## config.mk

```make
export PLATFORM = sky130hd
export DESIGN_NAME = uart_param_recv
export DESIGN_NICKNAME = d
export VERILOG_FILES = /design/src/rtl/uart_pkg.sv /design/src/rtl/uart_rx_sync.sv /design/src/rtl/uart_param_recv.sv
export SDC_FILE = /design/constraint.sdc
export NUM_CORES = 1
export LEC_CHECK = 0
export ABC_AREA = 1
export ABC_CLOCK_PERIOD_IN_PS = 2660
export BUFFER_PORTS_ARGS = -buffer_cell sky130_fd_sc_hd__buf_4
export CAP_MARGIN = 10
export CORE_MARGIN = 10
export CORE_UTILIZATION = 41
export CTS_CLUSTER_DIAMETER = 100
export DETAILED_ROUTE_END_ITERATION = 16
export PLACE_DENSITY = 0.54
export RECOVER_POWER = 100
export SLEW_MARGIN = 15
export SYNTH_ARGS = -nofsm -noshare
export SYNTH_HDL_FRONTEND = slang
export SYNTH_HIERARCHICAL = 1
export SYNTH_SLANG_ARGS = --single-unit
```

## constraint.sdc

```tcl
create_clock -name clk -period 2.66 [get_ports clk]
set_input_delay 0.532 -clock clk [delete_from_list [all_inputs] [get_ports clk]]
set_output_delay 0.532 -clock clk [all_outputs]
set_load 0.03 [all_outputs]
```

## src/rtl/uart_pkg.sv

```systemverilog
// rtl/uart_pkg.sv - shared UART constants and FSM state encoding (PARITY state only with UART_RX_PARITY_EN)
package uart_pkg;

    localparam int DATA_W     = 8;
    localparam int DEF_CLK_HZ = 27000000;
    localparam int DEF_BAUD   = 115200;

    typedef enum logic [2:0] {
        ST_IDLE,
        ST_START,
        ST_DATA,
`ifdef UART_RX_PARITY_EN
        ST_PARITY,
`endif
        ST_STOP,
        ST_WAIT_IDLE
    } uart_state_t;

endpackage

```

## src/rtl/uart_rx_sync.sv

```systemverilog
// rtl/uart_rx_sync.sv - two-flop synchronizer for the serial line, resets to idle-high
module uart_rx_sync (
    input  logic clk,
    input  logic resetn,
    input  logic d,
    output logic q
);

    logic meta;

    always_ff @(posedge clk or negedge resetn) begin
        if (!resetn) begin
            meta <= 1'b1;
            q    <= 1'b1;
        end else begin
            meta <= d;
            q    <= meta;
        end
    end

endmodule

```

## src/rtl/uart_param_recv.sv

```systemverilog
// rtl/uart_param_recv.sv - parameterised 8N1 UART receiver; define UART_RX_PARITY_EN for 8E1 with parity_err
module uart_param_recv
    import uart_pkg::*;
#(
    parameter int CLK_HZ = DEF_CLK_HZ,
    parameter int BAUD   = DEF_BAUD
) (
    input  logic              clk,
    input  logic              resetn,
    input  logic              rx,
    output logic [DATA_W-1:0] data,
    output logic              data_rdy,
    output logic              frame_err,
`ifdef UART_RX_PARITY_EN
    output logic              parity_err,
`endif
    output logic              busy
);

    localparam int DIV  = CLK_HZ / BAUD;
    localparam int HALF = DIV / 2;
    localparam int CW   = $clog2(DIV);
    localparam logic [CW-1:0] DIV_M1  = CW'(DIV - 1);
    localparam logic [CW-1:0] HALF_M1 = CW'(HALF - 1);

    logic              rxs;
    uart_state_t       state, state_next;
    logic [CW-1:0]     cnt, cnt_next;
    logic [2:0]        bit_idx, bit_next;
    logic [DATA_W-1:0] shift, shift_next;
    logic [DATA_W-1:0] data_next;
    logic              rdy_next, ferr_next;
`ifdef UART_RX_PARITY_EN
    logic              par_bad, par_bad_next, perr_next;
`endif

    uart_rx_sync u_sync (
        .clk    (clk),
        .resetn (resetn),
        .d      (rx),
        .q      (rxs)
    );

    assign busy = (state != ST_IDLE);

    always_ff @(posedge clk or negedge resetn) begin
        if (!resetn) begin
            state      <= ST_IDLE;
            cnt        <= '0;
            bit_idx    <= '0;
            shift      <= '0;
            data       <= '0;
            data_rdy   <= 1'b0;
            frame_err  <= 1'b0;
`ifdef UART_RX_PARITY_EN
            par_bad    <= 1'b0;
            parity_err <= 1'b0;
`endif
        end else begin
            state      <= state_next;
            cnt        <= cnt_next;
            bit_idx    <= bit_next;
            shift      <= shift_next;
            data       <= data_next;
            data_rdy   <= rdy_next;
            frame_err  <= ferr_next;
`ifdef UART_RX_PARITY_EN
            par_bad    <= par_bad_next;
            parity_err <= perr_next;
`endif
        end
    end

    always_comb begin
        state_next = state;
        cnt_next   = cnt + 1'b1;
        bit_next   = bit_idx;
        shift_next = shift;
        data_next  = data;
        rdy_next   = 1'b0;
        ferr_next  = 1'b0;
`ifdef UART_RX_PARITY_EN
        par_bad_next = par_bad;
        perr_next    = 1'b0;
`endif
        case (state)
            ST_IDLE: begin
                cnt_next = '0;
                if (!rxs) state_next = ST_START;
            end
            ST_START: begin
                // Re-check the line at mid start bit so short glitches are dropped silently.
                if (cnt == HALF_M1) begin
                    cnt_next   = '0;
                    bit_next   = '0;
                    state_next = rxs ? ST_IDLE : ST_DATA;
`ifdef UART_RX_PARITY_EN
                    par_bad_next = 1'b0;
`endif
                end
            end
            ST_DATA: begin
                if (cnt == DIV_M1) begin
                    cnt_next   = '0;
                    shift_next = {rxs, shift[DATA_W-1:1]};
                    bit_next   = bit_idx + 1'b1;
                    if (bit_idx == 3'd7) begin
`ifdef UART_RX_PARITY_EN
                        state_next = ST_PARITY;
`else
                        state_next = ST_STOP;
`endif
                    end
                end
            end
`ifdef UART_RX_PARITY_EN
            ST_PARITY: begin
                if (cnt == DIV_M1) begin
                    cnt_next     = '0;
                    par_bad_next = (rxs != ^shift);
                    state_next   = ST_STOP;
                end
            end
`endif
            ST_STOP: begin
                if (cnt == DIV_M1) begin
                    cnt_next = '0;
                    if (rxs) begin
                        state_next = ST_IDLE;
`ifdef UART_RX_PARITY_EN
                        if (!par_bad) begin
                            rdy_next  = 1'b1;
                            data_next = shift;
                        end
`else
                        rdy_next  = 1'b1;
                        data_next = shift;
`endif
                    end else begin
                        ferr_next  = 1'b1;
                        state_next = ST_WAIT_IDLE;
                    end
`ifdef UART_RX_PARITY_EN
                    perr_next = par_bad;
`endif
                end
            end
            ST_WAIT_IDLE: begin
                // A held-low line (break) reports once, then waits for idle before rearming.
                cnt_next = '0;
                if (rxs) state_next = ST_IDLE;
            end
            default: begin
                cnt_next   = '0;
                state_next = ST_IDLE;
            end
        endcase
    end

endmodule

```

==> results.md <==
- Status: complete, but fails checks
- Failing checks: max-capacitance violations, max-slew violations
- Post_cts resized: 0
- Clock Path Buffers: 2
- Drt wl/cell: around 12 microns
- Clock transition at path regs: about 0.070 ns
- Post-CTS Hold Buffers: 0
- Fmax achieved: about 510 MHz
- Antenna violations before repair: 0
- Num CTS Buffers: 5
- YS warnings: 6
- Slew @ Worst Pin: roughly 1.8 ns
- First DRT Iteration DRCs: 63
- Crit path buf inv count: 1
- Final count of hold timing violations: 0
- CTS H-tree depth: 2
- DIE WIDTH: ~80 microns
- Slowest stage delay, CP: around 0.54 ns
- Max Cap Violations: 1
- Synthesis-to-finish area growth: 12.1%
- Synthesized area: between 0.0015 and 0.002 sq mm
- Die area: 0.00672 sq mm
- Post-Layout Cell Count: around 240
- Worst setup SP type: register
- Synth Area in XOR/XNOR: 2.78%
- Residual DRC: 0
- Mux share of post-synthesis cell area: 0%
- Slew HR: -18.4%
- Leak Pwr: around 0.85 nW
- Final cycle utilization of the critical path: approximately three quarters
- Synth Net Count: 180
- Area of the multi-input gates: between 600 and 700 sq um
- Synth Register Bits: 34
- Seq/Total Area, Yosys: a little over half
- Minimum clock period: ~2 ns
- Largest fanout on the critical path: 12
- Layout Nets: slightly below 200
- Cell Pwr Density: 548 mW/mm^2
- Final HPWL DP: roughly 2.1 mm
- RSZ-0062 raised after global routing: no
- Largest net degree at the start of global routing: 35
- Flip-flop and latch area: ~850 sq um
- Skew final: roughly 0.0045 ns
- Worst path most repeated cell: nand2_1
- CP top delay family: simple AND/OR/NAND/NOR gates
- CTS tree: built
- Ports: 14
- Post-route ant nets: 0
- Core Util, Final: a little under half
- Core Rows: 22
- Initial DRT Pass Iterations: 4
- Final WL: between 2 and 3 mm
- Worst Setup End Kind: register
- Synth area leader: dfrtp_1
- Hold Path Class: register to register
- RePlAce Congestion: 0.777
- GR Util All Layers: 9.52%
- Ant diodes: 0
- Area contributors post-synth: dfrtp_1 (51%), nand2_1 (12%), o21ai_0 (4.5%)
- Filler cells: 379
- Main combinational cell family by area after synthesis: simple AND/OR/NAND/NOR gates
- Compound-cell area share of the yosys netlist: a little under a tenth
- Simple-gate share of the synthesized area: a little under a quarter
- Die height: a little over 80 microns
- Core area: between 0.003 and 0.004 sq mm
- Vias: about 1200
- Root Driver: clkbuf_8
- Post-synthesis cell count: 172
- CP max-delay cell: nor3_2
- Via-to-Cell Ratio: 4.82
- Worst Path Class, Setup: register to register
- Total grt overflow: 0
- Synth top area share: 50.9%
- Vias in the first global route: between 1000 and 1500
- Setup TNS: 0 ns
- First-pass GRT wire length: 5.07 mm
- Synth Area in Adders: between 3 and 4%
- Fraction of layout cells with a size suffix above 1: between 10% and 20%
- Num Clock Sinks: 34
- Worst Path Required: between 2 and 3 ns
- Total power: slightly below 1 mW
- Yosys cell types: 25
- Worst Path Arrival: 2.14 ns
- Dpl cells: roughly 230
- Final setup violating endpoints: 0
- Max IR drop VDD: approximately 0.00038 V
- Hold slack: ~0.36 ns
- Initial core utilization: a little over two fifths
- Buffers inserted during post-CTS setup optimization: 0
- Clk_lat worst skew: 0.27 ns
- Worst path cell trace: inv_1 > ha_1 > nand2_1 > nor2_1 > nand2_1 > nor3_2 > nand2_1 > o21a_1
- Slew Viols, Final: 35
- Port Buffers: 13
- Syn_area_per_cell: 9.15 sq um
## synth_stat cells
library cell,n
nor2_2,1
nand2_2,1
nand2_1,52
buf_4,1
nand3_2,2
nor2_1,9
xor2_1,4
nand4_1,3
ha_1,5
dfstp_2,2
a21oi_1,7
o21ai_0,14
nand3_1,6
inv_1,18
o21ai_1,1
a21boi_0,1
nor2_4,1
dfrtp_1,32
inv_2,2
o21a_1,3
nor3_2,2
nor3_4,2
xnor2_1,1
a31oi_1,1
buf_6,1
## where the power goes
part	internal, mW	leakage [nW]	switching (mW)	total, mW
clock	0.261	0.0575	0.172	0.433
sequential	0.520	0.453	0.00105	0.521
combinational	0.00149	0.337	0.0117	0.0132
## metrics by stage
| stage | worst slack (ns) | instance area (sq um) |
|---|---|---|
| 6_report | 0.683 | 1760 |
| 3_3_place_gp | 0.953 | 1710 |
| 2_1_floorplan | 1.25 | 1570 |
| 3_5_place_dp | 0.905 | 1710 |
| 5_1_grt | 0.430 | 1760 |
| 4_1_cts | 0.890 | 1820 |
## cells by family (layout without fill, tap and decap cells)
| kind of cell | count (synthesis) | count (layout) |
|---|---|---|
| fa+ha+maj | 5 | 5 |
| buf+inv | 22 | 41 |
| compound gates | 27 | 27 |
| xor+xnor | 5 | 5 |
| flops | 34 | 34 |
| simple gates | 79 | 79 |
## registers in the layout (all words and copies together) (netlist names)
name and count:
data 8, bit_idx 3, data_rdy 1, frame_err 1, state 3, u_sync/meta 1, u_sync/q 1, shift 8
cnt 8
## per-layer routing
layer	vias up	GRT usage (%)	share of wire [%]
met3	4	3.49	5.7
li1	585	-	-
met2	22	14.4	47
met5	-	0	0
met4	0	4.25	1.3
met1	542	11.9	46
## path summary, 6_finish.rpt
| check | start | end | cells after the start | slack [ns] |
|---|---|---|---|---|
| min reg2reg | u_sync/meta | u_sync/q | 0 | 0.36 |
| max | cnt[1] | data[6] | 8 | 0.68 |
| min | u_sync/meta | u_sync/q | 0 | 0.36 |
| min in group asynchronous | resetn | cnt[4] | 1 | 0.73 |
| max in group asynchronous | resetn | shift[5] | 1 | 0.91 |
| max reg2reg | cnt[1] | data[6] | 8 | 0.68 |
## placed cells by master (no fill, tap or decap), drive strengths merged
cell type,netlist,final
dfrtp,32,32
o21ai,15,15
xor2,4,4
a31oi,1,1
dfstp,2,2
xnor2,1,1
a21boi,1,1
nand4,3,3
o21a,3,3
nand3,8,8
nor2,11,11
nand2,53,53
a21oi,7,7
clkbuf,0,21
inv,20,20
nor3,4,4
ha,5,5
## final cells by class
cell class / instances / share of cell area (%)
Multi-Input combinational cell: 116 / 34.8
Tap cell: 48 / 3.40
Inverter: 20 / 4.26
Timing Repair Buffer: 13 / 2.98
Sequential cell: 34 / 48.4
Clock buffer: 8 / 6.24
No activity file was read; power rests on OpenSTA's default activity.
